### src/rtl/secuenciador_comparacion.sv
// Operand sequencer for the ALU equality comparator: loads A then B over one bus,
// samples the comparator result, hands it out, and keeps saturating match statistics.
module secuenciador_comparacion #(
  parameter int WIDTH = 4,
  parameter int CNT_W = 8
) (
  input  logic               clk,
  input  logic               rst,
  input  logic [0:WIDTH-1]   dato_in,
  input  logic               dato_valid,
  output logic               dato_ready,
  output logic [0:WIDTH-1]   a_out,
  output logic [0:WIDTH-1]   b_out,
  input  logic               igual_in,
  output logic               res_valid,
  output logic               res_igual,
  input  logic               res_ready,
  input  logic               limpiar,
  output logic [CNT_W-1:0]   cuenta_total,
  output logic [CNT_W-1:0]   cuenta_iguales
);

  typedef enum logic [1:0] {
    CARGA_A = 2'd0,
    CARGA_B = 2'd1,
    COMPARA = 2'd2,
    ENTREGA = 2'd3
  } estado_t;

  localparam logic [CNT_W-1:0] CNT_MAX = '1;

  estado_t estado;

  function automatic logic [CNT_W-1:0] sat_inc(input logic [CNT_W-1:0] v);
    return (v == CNT_MAX) ? v : v + CNT_W'(1);
  endfunction

  // Handshake flags are pure decodes of the state register; rst gates ready
  // because the reset is asynchronous and state may not have settled yet.
  assign dato_ready = ~rst & ((estado == CARGA_A) | (estado == CARGA_B));
  assign res_valid  = (estado == ENTREGA);

  always_ff @(posedge clk or posedge rst) begin
    if (rst) begin
      estado         <= CARGA_A;
      a_out          <= '0;
      b_out          <= '0;
      res_igual      <= 1'b0;
      cuenta_total   <= '0;
      cuenta_iguales <= '0;
    end else begin
      case (estado)
        CARGA_A: if (dato_valid) begin
          a_out  <= dato_in;
          estado <= CARGA_B;
        end
        CARGA_B: if (dato_valid) begin
          b_out  <= dato_in;
          estado <= COMPARA;
        end
        // b_out has been stable for a full cycle here, so igual_in is settled
        COMPARA: begin
          res_igual <= igual_in;
          estado    <= ENTREGA;
        end
        ENTREGA: if (res_ready) estado <= CARGA_A;
        default: estado <= CARGA_A;
      endcase

      if (limpiar) begin
        cuenta_total   <= '0;
        cuenta_iguales <= '0;
      end else if (estado == COMPARA) begin
        cuenta_total <= sat_inc(cuenta_total);
        if (igual_in) cuenta_iguales <= sat_inc(cuenta_iguales);
      end
    end
  end

endmodule

### config.mk
export PLATFORM = sky130hd
export DESIGN_NAME = secuenciador_comparacion
export DESIGN_NICKNAME = d
export VERILOG_FILES = /design/src/rtl/secuenciador_comparacion.sv
export SDC_FILE = /design/constraint.sdc
export NUM_CORES = 1
export LEC_CHECK = 0
export CORE_AREA = 2 2 68 70
export DETAILED_ROUTE_END_ITERATION = 10
export DIE_AREA = 0 0 70 72
export HOLD_SLACK_MARGIN = 0.08
export PLACE_DENSITY = 0.63
export SKIP_LAST_GASP = 1
export SYNTH_ARGS = -nofsm -noshare
export SYNTH_HDL_FRONTEND = slang
export SYNTH_SLANG_ARGS = --single-unit
export TNS_END_PERCENT = 1
### constraint.sdc
create_clock -name clk -period 1.5 [get_ports clk]
set_input_delay 0.45 -clock clk [delete_from_list [all_inputs] [get_ports clk]]
set_output_delay 0.45 -clock clk [all_outputs]
set_load 0.01 [all_outputs]
==> metrics, run 1 <==
DR vias=about 1300; part of the power in the clock network=between 10% and 20%; DP Cell Count=238; RSZ-0062 raised after global routing=true; Die Width=70 µm; die footprint=0.00504 mm²; Final period util=112%; failing checks=setup timing; Pins Over Slew Limit=0; drt first pass iters=4; Final Setup Violations=44; Synth Cell Area=0.00140 mm²; Post-DRT Antenna Nets=0; first-pass GRT wire length=5740 µm; die span in y=about 70 µm; core area=0.00426 mm²; I/O pin cnt=37; Post-Layout Cell Count=256; Syn Nets=approximately 150; Clock Sink Count=27; Worst Tran Pin Value=274 ps; vias in the first global route=1275; critical path required time=1050 ps; most common cell in the netlist=dfrtp_1; Hold WC Path Type=flip-flop to flip-flop; TNS Setup=-4540 ps; dpl hpwl=2480 µm; WS Path Type=flip-flop to output port; Ant. Diodes=0; # Max-Cap Violations=0; total grt overflow=0; Starting Density=32.7%; Cell Area, Placed=0.00199 mm²; Sw Share=32.9%; EDFF count, synth=0; Cells after Synth=129; GP Congestion=approximately 0.9; largest net degree at the start of global routing=28; Nets=about 220; top cells by area, synth=dfrtp_1 (48%), mux2_2 (8.1%), ha_1 (6.3%); worst-path maximum fanout=3; unique cell type count in the Yosys netlist=35; CTS root buf=clkbuf_8; Num CTS Buffers=3; GR Util met3=2.92%; FP Rows=24; Synth Flop Type=dfrtp_1; crit path time final=1680 ps; Max Clk Rate=0.597 GHz; post-synthesis sequential element count=27; GRT Total Usage=14.2%; clk_lat worst skew=270 ps; Setup WS post-layout=-176 ps; drc violations=0; Worst Setup End Kind=output port; CTS tree=yes; vias per inst=4.96; Leakage=0.000993 µW; Reg power frac=33.0%; DR iter-0 viols=45; Synth top cells by count=dfrtp_1 (27), nor2_1 (16), mux2_2 (10); Clock Skew=roughly 6.8 ps; area delta synth->final=63.0%; Syn Area/Cell=about 11 µm²; Comb power frac=between 50% and 60%; final hold viol count=0; Util after Layout=53.3%; Worst setup SP type=flip-flop; M2 GR Usage=25.9%; share of layout cells above drive strength 1=38.2%; largest area contributor in the netlist=dfrtp_1; ys async rst share=100%; CTS max path bufs=2; H-tree depth=1; outcome=finished with violations; P_sw=1010 µW; Yosys Warn Count=0; P per Cell Area=between 1000 and 1500 mW/mm²; sequential element share of the synthesized area=~48%; Total Wirelength=3700 µm; WL/cell=approximately 14 µm; GRT busiest layer=met2; share of the synthesized area in the top cell type=48.4%; CP arrival=1230 ps; Peak VDD IR=0.000510 V; Int Power=2060 µW; initial antenna violation count=0; design area=~0.0023 mm²; PortBufs=36; Worst-path clk slew=90 ps; GR Util met1=16.8%; total power=around 3100 µW; Slew headroom=81.6%
## per-stage QoR
stage / setup WS [ps] / hold slack, ps
CTS: -218 / 513
global placement: -451 / 489
floorplan: 5.84 / 503
detailed placement: -459 / 492
global route: -245 / 537
finish: -176 / 508
## timing repair
action	4_1_cts	5_1_grt
hold buffers	0	0
gates resized for setup	11	22
setup endpoints to repair	39	44
gates cloned	0	1
setup buffers	7	6
pin swaps	1	6
## registers in the layout, indices dropped and copies added, names as in the netlist
signal          cells
cuenta_iguales      8
cuenta_total        8
a_out               4
b_out               4
estado              2
res_igual           1
## cell usage in the layout (no fill, tap or decap), drive strengths merged
| cell type | Yosys | routed |
|---|---|---|
| a211oi | 5 | 5 |
| a21boi | 1 | 1 |
| a21oi | 5 | 5 |
| a311oi | 1 | 1 |
| a31oi | 5 | 5 |
| a41oi | 1 | 1 |
| and3 | 1 | 1 |
| and4 | 1 | 1 |
| buf | 2 | 38 |
| clkbuf | 0 | 6 |
| clkdlybuf4s50 | 0 | 32 |
| dfrtp | 27 | 27 |
| dlygate4sd2 | 0 | 1 |
| dlymetal6s2s | 0 | 1 |
| ha | 7 | 7 |
| inv | 6 | 6 |
| mux2 | 10 | 10 |
| mux2i | 3 | 3 |
| nand2 | 9 | 9 |
| nand3 | 6 | 6 |
| nand4 | 2 | 2 |
| nor2 | 18 | 18 |
| nor2b | 1 | 1 |
| nor3 | 5 | 5 |
| nor4 | 1 | 1 |
| nor4b | 1 | 1 |
| o211ai | 1 | 1 |
| o21ai | 2 | 2 |
| o21bai | 2 | 2 |
| o22ai | 1 | 1 |
| o31a | 1 | 1 |
| o31ai | 1 | 1 |
| xor2 | 2 | 2 |
## critical path: stages, from the launching register on
cell	delay, ps
dfrtp_1	440
inv_2	80
ha_4	170
nor2_4	90
nor2_1	40
buf_2	130
## final timing paths
check / start / to / slack (ps) / cells after the start
min in group asynchronous: rst / cuenta_iguales[1]$_DFFE_PP0P_ / 540 / 3
min reg2reg: b_out[3]$_DFFE_PP0P_ / b_out[3]$_DFFE_PP0P_ / 510 / 1
max: estado[0]$_DFFE_PP0P_ / dato_ready / -180 / 5
max reg2reg: estado[0]$_DFFE_PP0P_ / cuenta_iguales[5]$_DFFE_PP0P_ / -170 / 6
max in group asynchronous: rst / cuenta_total[1]$_DFFE_PP0P_ / 810 / 3
min: b_out[3]$_DFFE_PP0P_ / b_out[3]$_DFFE_PP0P_ / 510 / 1
## layer usage
layer | share of wire (%) | vias up
li1 | - | 621
met1 | 40 | 618
met2 | 55 | 27
met3 | 3.6 | 4
met4 | 0.78 | 0
met5 | 0 | -
## power by group through the flow
stage / Clock (µW) / Combinational [µW] / Sequential [µW]
floorplan: 0 / 535 / 1100
global placement: 0 / 1210 / 1030
detailed placement: 0 / 1270 / 1040
CTS: 430 / 1330 / 1020
global route: 454 / 1780 / 1040
finish: 411 / 1650 / 1010
## area by class of cell
type,instances,area [µm²]
multi-input combinational,93,791
sequential,27,676
fill,385,1990
inverter,6,22.5
timing repair buffer,74,674
tap,52,65.1
clock buffer,4,45.0
## logic make-up after synthesis
kind of cell | synth area share [%]
AND/OR/NAND/NOR | 16.7
flip-flops | 48.4
AO/OA/AOI/OAI | 13.5
multiplexers | 10.2
buffers and inverters | 3.68
adder cells (fa/ha/maj) | 6.28
XOR/XNOR | 1.26
Note: power is estimated with default switching activity, not from simulation.
==> run 2, diff against run 1 <==
--- a/config.mk
+++ b/config.mk
@@ -5,11 +5,11 @@
 export SDC_FILE = /design/constraint.sdc
 export NUM_CORES = 1
 export LEC_CHECK = 0
-export CORE_AREA = 2 2 68 70
+export CORE_AREA = 2 2 60 62
 export DETAILED_ROUTE_END_ITERATION = 10
-export DIE_AREA = 0 0 70 72
+export DIE_AREA = 0 0 62 64
 export HOLD_SLACK_MARGIN = 0.08
-export PLACE_DENSITY = 0.63
+export PLACE_DENSITY_LB_ADDON = 0.2
 export SKIP_LAST_GASP = 1
 export SYNTH_ARGS = -nofsm -noshare
 export SYNTH_HDL_FRONTEND = slang
==> metrics, run 2 (same netlist as run 1, synthesis figures left out) <==
Post-DRT Antenna Nets=0; I/O pin cnt=37; Die Width=just over 60 µm; Final Setup Violations=41; vias in the first global route=1369; DR iter-0 viols=91; DR vias=1317; Pins Over Slew Limit=0; Worst Tran Pin Value=270 ps; internal reg-to-reg setup slack=-180 ps; Leakage=0.000963 µW; die span in y=roughly 64 µm; failing checks=setup timing; WL/cell=14.5 µm; CTS root buf=clkbuf_4; die footprint=between 0.003 and 0.004 mm²; crit-path leading delay family=flip-flops; Ant. Diodes=0; critical path, cell by cell=buf_4, ha_1, buf_2; share of layout cells above drive strength 1=between 30% and 40%; RSZ-0062 raised after global routing=true; H-tree depth=1; WS Path Type=flip-flop to output port; vias per inst=~5.3; total grt overflow=0; CTS tree=yes; P per Cell Area=1310 mW/mm²; Nets=222; initial antenna violation count=0; CTS max path bufs=2; core area=0.00328 mm²; Slew headroom=81.8%; GRT Total Usage=19.5%; area delta synth->final=55.3%; CP peak stage delay=470 ps; Worst Setup End Kind=output port; dpl hpwl=2510 µm; critical path required time=1050 ps; Clock Sink Count=27; worst-path maximum fanout=3; drt first pass iters=4; Worst-path clk slew=~150 ps; Setup WS post-layout=-217 ps; Peak VDD IR=around 0.00067 V; outcome=finished with violations; PortBufs=36; FP Rows=21; Max Clk Rate=around 0.58 GHz; first-pass GRT wire length=5900 µm; crit path time final=about 1700 ps; top flop regs=cuenta_iguales x8, cuenta_total x8; # hold bufs at CTS=0; # Max-Cap Violations=0; GP Congestion=0.915; most common cell after layout, fill and taps aside=buf_4; clk_lat worst skew=320 ps; Clock Skew=5.07 ps; Worst Hold Slack=480 ps; CP max stage cell=dfrtp_2; Hold WC Path Type=input port to async pin; Starting Density=42.5%; Critical path buffers and inverters=2; CP arrival=~1300 ps; Num CTS Buffers=3; most frequent cells in the layout=buf_4 (36), clkdlybuf4s50_1 (32), dfrtp_1 (25), nor2_1 (14), mux2_2 (10); Final period util=114%; Worst setup SP type=flip-flop; drc violations=0; largest net degree at the start of global routing=28; Total Wirelength=around 3600 µm; final hold viol count=0; TNS Setup=-6490 ps
run 2: power breakdown:
part           internal, µW  switching, µW
registers               911            102
clock network          99.8            218
logic                   874            626
total                  1880            946
run 2: stage by stage:
stage | power [µW] | utilization [%] | instances | cell area (µm²) | worst slack [ps]
after detailed placement | 2320 | 60.4 | 232 | 1980 | -457
after CTS | 2720 | 64.2 | 248 | 2110 | -223
after floorplan | 1640 | - | 129 | 1400 | 5.84
final | 2830 | 66.0 | 250 | 2170 | -217
after global routing | 3040 | 66.0 | 250 | 2170 | -289
after global placement | 2250 | 60.4 | 232 | 1980 | -449
run 2: timing repair:
item / 4_1_cts / 5_1_grt
cloned: 0 / 0
gates resized for setup: 15 / 12
hold endpoints to repair: 0 / 0
setup buffers: 12 / 2
pin swaps: 3 / 6
setup endpoints to repair: 42 / 45
run 2: area by class of cell:
| type | count | area [µm²] |
|---|---|---|
| fill | 277 | 1120 |
| multi-input combinational | 93 | 728 |
| sequential | 27 | 678 |
| timing repair buffer | 74 | 653 |
| tap | 46 | 57.6 |
| clock buffer | 3 | 22.5 |
| inverter | 6 | 22.5 |
| clock inverter | 1 | 5.00 |
run 2: worst paths after layout:
kind                                                 end             startpoint  depth (start not counted)
min in group clk                    b_out[1]$_DFFE_PP0P_   b_out[1]$_DFFE_PP0P_                          1
setup reg to reg             cuenta_total[0]$_DFFE_PP0P_  estado[0]$_DFFE_PP0P_                          9
hold / removal             cuenta_iguales[2]$_DFFE_PP0P_                    rst                          3
max in group asynchronous    cuenta_total[3]$_DFFE_PP0P_                    rst                          3
hold reg to reg                     b_out[1]$_DFFE_PP0P_   b_out[1]$_DFFE_PP0P_                          1
setup / recovery                               res_valid  estado[0]$_DFFE_PP0P_                          3
run 2: worst reg2reg max path: stages (launching register included):
cell	delay, ps
dfrtp_2	440
inv_2	70
buf_4	140
ha_2	190
buf_6	140
buf_4	150
buf_4	140
o31ai_4	70
xor2_1	200
nor2_1	60
run 2: metal layers:
metal | wire [µm] | vias up | GRT usage [%] | share of wire (%)
li1 | - | 620 | - | -
met1 | 1570 | 648 | 24.0 | 43
met2 | 1830 | 41 | 33.2 | 51
met3 | 163 | 8 | 4.05 | 4.5
met4 | 55 | 0 | 6.12 | 1.5
met5 | 0 | - | 0 | 0
